$ cat config.mk
export PLATFORM = sky130hd
export DESIGN_NAME = pkt_buf_writer
export DESIGN_NICKNAME = d
export VERILOG_FILES = /design/src/rtl/pkt_buf_writer.sv
export SDC_FILE = /design/constraint.sdc
export NUM_CORES = 1
export LEC_CHECK = 0
export CORE_MARGIN = 1
export CORE_UTILIZATION = 45
export CTS_CLUSTER_DIAMETER = 120
export DETAILED_ROUTE_END_ITERATION = 6
export GPL_TIMING_DRIVEN = 1
export PLACE_DENSITY = 0.73
export SYNTH_ARGS = -nofsm -noshare
export SYNTH_HDL_FRONTEND = slang
export SYNTH_SLANG_ARGS = --single-unit
$ cat constraint.sdc
create_clock -name clk -period 7.35 [get_ports clk]
set_clock_uncertainty 0.15 [all_clocks]
set_input_delay 1.1025 -clock clk [delete_from_list [all_inputs] [get_ports clk]]
set_output_delay 1.1025 -clock clk [all_outputs]
set_load 0.05 [all_outputs]
$ cat src/rtl/pkt_buf_writer.sv
// pkt_buf_writer: ingress writer for the shared packet buffer.
// Frames an SOP/EOP word stream into a circular RAM region. It drives RAM
// port A with registered writes and queues a (base, length) descriptor for
// each complete packet. Incomplete or oversize packets are dropped and the
// words already written for them are given back to the free pool.
module pkt_buf_writer #(
    parameter  int MEM_SIZE   = 1024,
    parameter  int DATA_WIDTH = 16,
    parameter  int MAX_PKT    = 64,
    parameter  int DESC_DEPTH = 8,
    localparam int AW         = $clog2(MEM_SIZE),
    localparam int LW         = $clog2(MAX_PKT) + 1,
    localparam int DPW        = $clog2(DESC_DEPTH)
) (
    input  logic                  clk,
    input  logic                  reset_n,
    input  logic                  in_valid,
    output logic                  in_ready,
    input  logic [DATA_WIDTH-1:0] in_data,
    input  logic                  in_sop,
    input  logic                  in_eop,
    output logic [AW-1:0]         mem_addr,
    output logic [DATA_WIDTH-1:0] mem_data,
    output logic                  mem_we,
    output logic                  desc_valid,
    input  logic                  desc_ready,
    output logic [AW-1:0]         desc_addr,
    output logic [LW-1:0]         desc_len,
    input  logic                  free_valid,
    input  logic [LW-1:0]         free_len,
    output logic [15:0]           drop_count
);

    localparam int FW = AW + 2;  // room for free_words plus a return and a refund
    localparam logic [DPW:0]  FULL_CNT = (DPW+1)'(DESC_DEPTH);
    localparam logic [FW-1:0] MEM_CAP  = FW'(MEM_SIZE);
    localparam logic [LW-1:0] LEN_MAX  = LW'(MAX_PKT);

    typedef enum logic [1:0] {IDLE, WRITE, DROP} state_t;

    typedef struct packed {
        logic [AW-1:0] addr;
        logic [LW-1:0] len;
    } desc_t;

    state_t        state, state_n;
    logic [AW-1:0] wr_ptr;
    logic [AW-1:0] pkt_base, pkt_base_n;
    logic [LW-1:0] len, len_n;
    logic [AW:0]   free_words;
    logic [FW-1:0] free_sum;

    logic          accept;
    logic          do_write;
    logic          abort;
    logic          drop_inc;
    logic          push;
    desc_t         push_desc;
    logic [LW-1:0] refund;

    desc_t         fifo_mem [DESC_DEPTH];
    logic [DPW-1:0] rd_ptr, wt_ptr;
    logic [DPW:0]  count;
    logic          fifo_full;
    logic          pop;
    desc_t         head;

    assign fifo_full  = (count == FULL_CNT);
    assign desc_valid = (count != '0);
    assign pop        = desc_valid & desc_ready;
    assign head       = fifo_mem[rd_ptr];
    assign desc_addr  = desc_valid ? head.addr : '0;
    assign desc_len   = desc_valid ? head.len  : '0;

    // New packets may only start when a descriptor slot is free; once a
    // packet is in flight its slot is already reserved.
    assign in_ready = (state == IDLE) ? ~fifo_full : 1'b1;
    assign accept   = in_valid & in_ready;
    assign refund   = abort ? len : '0;

    // Next-state and per-word decisions
    always_comb begin
        state_n        = state;
        pkt_base_n     = pkt_base;
        len_n          = len;
        do_write       = 1'b0;
        abort          = 1'b0;
        drop_inc       = 1'b0;
        push           = 1'b0;
        push_desc      = '0;
        case (state)
            IDLE: begin
                if (accept && in_sop) begin
                    if (free_words != '0) begin
                        do_write   = 1'b1;
                        pkt_base_n = wr_ptr;
                        len_n      = LW'(1);
                        if (in_eop) begin
                            push           = 1'b1;
                            push_desc.addr = wr_ptr;
                            push_desc.len  = LW'(1);
                        end else begin
                            state_n = WRITE;
                        end
                    end else begin
                        drop_inc = 1'b1;
                        if (!in_eop) state_n = DROP;
                    end
                end
            end
            WRITE: begin
                if (accept) begin
                    if (in_sop || free_words == '0 || len == LEN_MAX) begin
                        abort    = 1'b1;
                        drop_inc = 1'b1;
                        state_n  = in_eop ? IDLE : DROP;
                    end else begin
                        do_write = 1'b1;
                        len_n    = len + LW'(1);
                        if (in_eop) begin
                            push           = 1'b1;
                            push_desc.addr = pkt_base;
                            push_desc.len  = len + LW'(1);
                            state_n        = IDLE;
                        end
                    end
                end
            end
            DROP: begin
                if (accept && in_eop) state_n = IDLE;
            end
            default: state_n = IDLE;
        endcase
    end

    // Free-space sum: written word, egress return and abort refund together
    always_comb begin
        free_sum = {1'b0, free_words}
                 + FW'(free_valid ? free_len : '0)
                 + FW'(refund)
                 - FW'(do_write);
    end

    // FSM state, packet tracking, pointer and free-space registers
    always_ff @(posedge clk or negedge reset_n) begin
        if (!reset_n) begin
            state      <= IDLE;
            wr_ptr     <= '0;
            pkt_base   <= '0;
            len        <= '0;
            free_words <= (AW+1)'(MEM_SIZE);
        end else begin
            state    <= state_n;
            pkt_base <= pkt_base_n;
            len      <= len_n;
            if (abort)         wr_ptr <= pkt_base;
            else if (do_write) wr_ptr <= wr_ptr + AW'(1);
            free_words <= (free_sum > MEM_CAP) ? (AW+1)'(MEM_SIZE) : free_sum[AW:0];
        end
    end

    // Registered RAM port A: a write shows up one cycle after acceptance
    always_ff @(posedge clk or negedge reset_n) begin
        if (!reset_n) begin
            mem_we   <= 1'b0;
            mem_addr <= '0;
            mem_data <= '0;
        end else begin
            mem_we <= do_write;
            if (do_write) begin
                mem_addr <= wr_ptr;
                mem_data <= in_data;
            end
        end
    end

    // Saturating count of dropped packets
    always_ff @(posedge clk or negedge reset_n) begin
        if (!reset_n)                           drop_count <= '0;
        else if (drop_inc && drop_count != '1)  drop_count <= drop_count + 16'd1;
    end

    // Descriptor storage; outputs are masked while empty so no reset needed
    always_ff @(posedge clk) begin
        if (push) fifo_mem[wt_ptr] <= push_desc;
    end

    // Descriptor FIFO pointers and occupancy
    always_ff @(posedge clk or negedge reset_n) begin
        if (!reset_n) begin
            rd_ptr <= '0;
            wt_ptr <= '0;
            count  <= '0;
        end else begin
            if (push) wt_ptr <= wt_ptr + DPW'(1);
            if (pop)  rd_ptr <= rd_ptr + DPW'(1);
            case ({push, pop})
                2'b10:   count <= count + (DPW+1)'(1);
                2'b01:   count <= count - (DPW+1)'(1);
                default: count <= count;
            endcase
        end
    end

endmodule

==> flow_summary.json <==
{
  "status": "finished clean",
  "drv_slew": 0,
  "setup.worst_path.class": "input pin to flop",
  "dieWidth_um": 155,
  "final_cell_mix": "156 x nand2_1, 136 x edfxtp_1, 90 x dfrtp_1, 90 x clkdlybuf4s50_1, 38 x nor2_1",
  "h-tree-depth": 1,
  "crit_end": "free_words[0]",
  "wl_met1_um": 9420,
  "num_vias": 6533,
  "fmax_mhz": 200,
  "finalHoldViolCount": 0,
  "yosysWarnings": 0,
  "syn_inst": 798,
  "synthFlopType": "edfxtp_1",
  "max_stage_delay_ns": 0.54,
  "synth_edf_count": 136,
  "setup_viol": 0,
  "worst_pin_slew_ns": 1.10,
  "antenna_found_initial": 0,
  "final_nets": 967,
  "crit_slowest_cell": "fa_1",
  "whs_ns": 0.314,
  "total_power_uw": 5150,
  "cts.clk_slew.worst_paths_ns": 0.06,
  "register_area_um2": 6410,
  "cellPowerDensity_nw_per_um2": 411,
  "end_kind": "flop",
  "place.gp.congestion": 0.837,
  "grt_setup_unrepaired": "no",
  "globalRouteOverflowTotal": 0,
  "cp_top_family": "compound AO/OA/AOI/OAI gates",
  "dieHeight_um": 155,
  "port_buffers": 91,
  "firstDrtPassIters": 5,
  "max_slew_margin": 0.259,
  "path_buf_inv": 3,
  "ys_types": 62,
  "synth_nets": 868,
  "core_um2": 22700,
  "cts.sinks": 229,
  "cts_inserted_buffers": 24,
  "worstSetupStartpoint": "in_sop",
  "worstHoldPathType": "input pin to asynchronous set/reset pin",
  "synth_top_family_by_area": "simple AND/OR/NAND/NOR gates",
  "grt_max_degree": 74,
  "arrival_ns": 5.21,
  "utilization": 0.552,
  "fp-row-count": 55,
  "netlist_area_um2": 10500,
  "synth-async-reset-ratio": 0.406,
  "cts_hold_buffers": 0,
  "rrSetupSlack_ns": 2.45,
  "diodes": 0,
  "reg2reg_depth": 18,
  "synth_mux_area_frac": 0.0944,
  "post_cts_resized": 0,
  "start_util": 0.461,
  "finalCritPeriodShare": 0.681,
  "synth.avg_cell_area_um2": 13.1,
  "ys_seq_area_frac": 0.612,
  "die_area_um2": 23900,
  "io_pins": 92,
  "drv_cap": 0,
  "ir_worst_vdd_v": 0.000290,
  "worst-path-stages": 16,
  "synth-xor-area-share": 0.0293,
  "cts_buffer_depth": 3,
  "cts-root-buf": "clkbuf_16",
  "met2RoutedLength_um": 10600,
  "met3_length_um": 939,
  "synth_compound_area_frac": 0.0547,
  "multiInputGateArea_um2": 3840,
  "tns_ns": 0,
  "r2r_end": "free_words[0]",
  "dp_hpwl_um": 14100,
  "wl_um": 21300,
  "grt_pass1_wl_um": 34900,
  "tritoncts": "done",
  "cp_data_required_time_ns": 7.56,
  "grt_pass1_vias": 6488,
  "yosys.area_share.simple": 0.127,
  "cp-start-kind": "input pin",
  "synthAdderAreaFrac": 0.0542,
  "top_layer": "met4",
  "grtUsageTotal": 0.187,
  "ys_seq_elements": 229,
  "layout_commonest_cell": "nand2_1",
  "timing.final.crit_period_ns": 5.01,
  "crit_chain": "clkdlybuf4s50_1 > a21o_1 > nor2_1 > nor2_1 > buf_4 > nand2_1 > ha_1 > fa_1 > inv_1 > ha_1 > a21oi_1 > o21bai_1 > o21ai_0 > o21ai_0 > xor2_1 > a211oi_1",
  "insertion_delay_ns": 0.52,
  "drc": 0,
  "r2r_start": "len[0]",
  "p_leak_uw": 0.00507,
  "wl_per_cell_um": 17.8,
  "drive_gt1_frac": 0.121,
  "detail_route.iter0.violations": 530,
  "ant_nets": 0,
  "post_cts_buffers": 0,
  "crit_fanout": 20,
  "viasPerCell": 5.44,
  "n_fill_cell": 1856,
  "syn_to_final_growth_pct": 19.6
}
## cells by family after synthesis
kind of cell | Yosys count
AO/OA/AOI/OAI | 83
XOR/XNOR | 35
adder cells (fa/ha/maj) | 40
buffers and inverters | 70
flip-flops | 229
multiplexers | 56
AND/OR/NAND/NOR | 285
## cell usage after synthesis (3+ instances only)
library cell / number / area share
o2111ai_1: 3 / 0.0025
nor2b_1: 4 / 0.0024
o21ai_0: 21 / 0.010
nor2_1: 38 / 0.014
or3_1: 3 / 0.0018
mux2_2: 3 / 0.0032
mux2i_1: 19 / 0.018
a21o_1: 5 / 0.0036
o22ai_1: 4 / 0.0024
dfrtp_1: 92 / 0.22
nor3b_1: 5 / 0.0036
edfxtp_1: 136 / 0.39
and2_1: 4 / 0.0024
a21oi_1: 17 / 0.0081
nand4_1: 7 / 0.0042
ha_1: 31 / 0.037
and3_1: 14 / 0.0084
a221o_1: 6 / 0.0057
xnor2_1: 24 / 0.020
nand2_1: 156 / 0.056
fa_1: 9 / 0.017
mux4_2: 34 / 0.073
a211oi_1: 3 / 0.0021
xor2_1: 11 / 0.0092
a21boi_0: 11 / 0.0079
clkbuf_1: 17 / 0.0061
inv_1: 37 / 0.013
buf_2: 11 / 0.0053
nand3_1: 16 / 0.0076
and4_1: 3 / 0.0025
nor3_1: 13 / 0.0062
## registers in the layout (all words and copies together) (netlist names)
register	cells
len	7
drop_count	16
state	2
wr_ptr	10
pkt_base	10
wt_ptr	3
mem_we	1
rd_ptr	3
free_words	11
mem_addr	10
fifo_mem	136
count	4
mem_data	16
## how the worst min path moves through the flow
stage                     slack, ns   startpoint  depth (start not counted)              to
after floorplan                0.32  pkt_base[7]                          2     pkt_base[7]
after global placement         0.30  mem_data[4]                          2     mem_data[4]
after detailed placement       0.30  mem_addr[4]                          2     mem_addr[4]
after CTS                      0.31      reset_n                          1  drop_count[11]
after global routing           0.32      reset_n                          1   drop_count[2]
final                          0.31      reset_n                          1   drop_count[1]
## power breakdown
| group | internal, uW | total [uW] | leakage, uW | switching [uW] |
|---|---|---|---|---|
| clock | 689 | 1170 | 0.000377 | 482 |
| combinational | 863 | 2210 | 0.00215 | 1350 |
| sequential | 1560 | 1770 | 0.00254 | 213 |
## final cells by class
cell class | instances | area share
clock buffers | 34 | 0.0548
multi-input cells | 499 | 0.306
repair buffers | 105 | 0.0808
well taps | 285 | 0.0284
flip-flops and latches | 229 | 0.512
clock inverters | 10 | 0.00699
inverters | 38 | 0.0114
## layer usage
metal | GRT usage | vias up
met5 | 0 | -
met4 | 0.0486 | 0
met3 | 0.0275 | 27
met2 | 0.309 | 142
met1 | 0.259 | 3278
li1 | - | 3086
## stage by stage
stage	area, um^2	instances	setup slack, ns
final	12500	1200	2.34
after global routing	12500	1200	1.96
after CTS	12500	1200	2.36
after detailed placement	11800	1156	1.83
after global placement	11800	1156	1.93
after floorplan	10500	798	2.45
(Power assumes the default switching activity.)
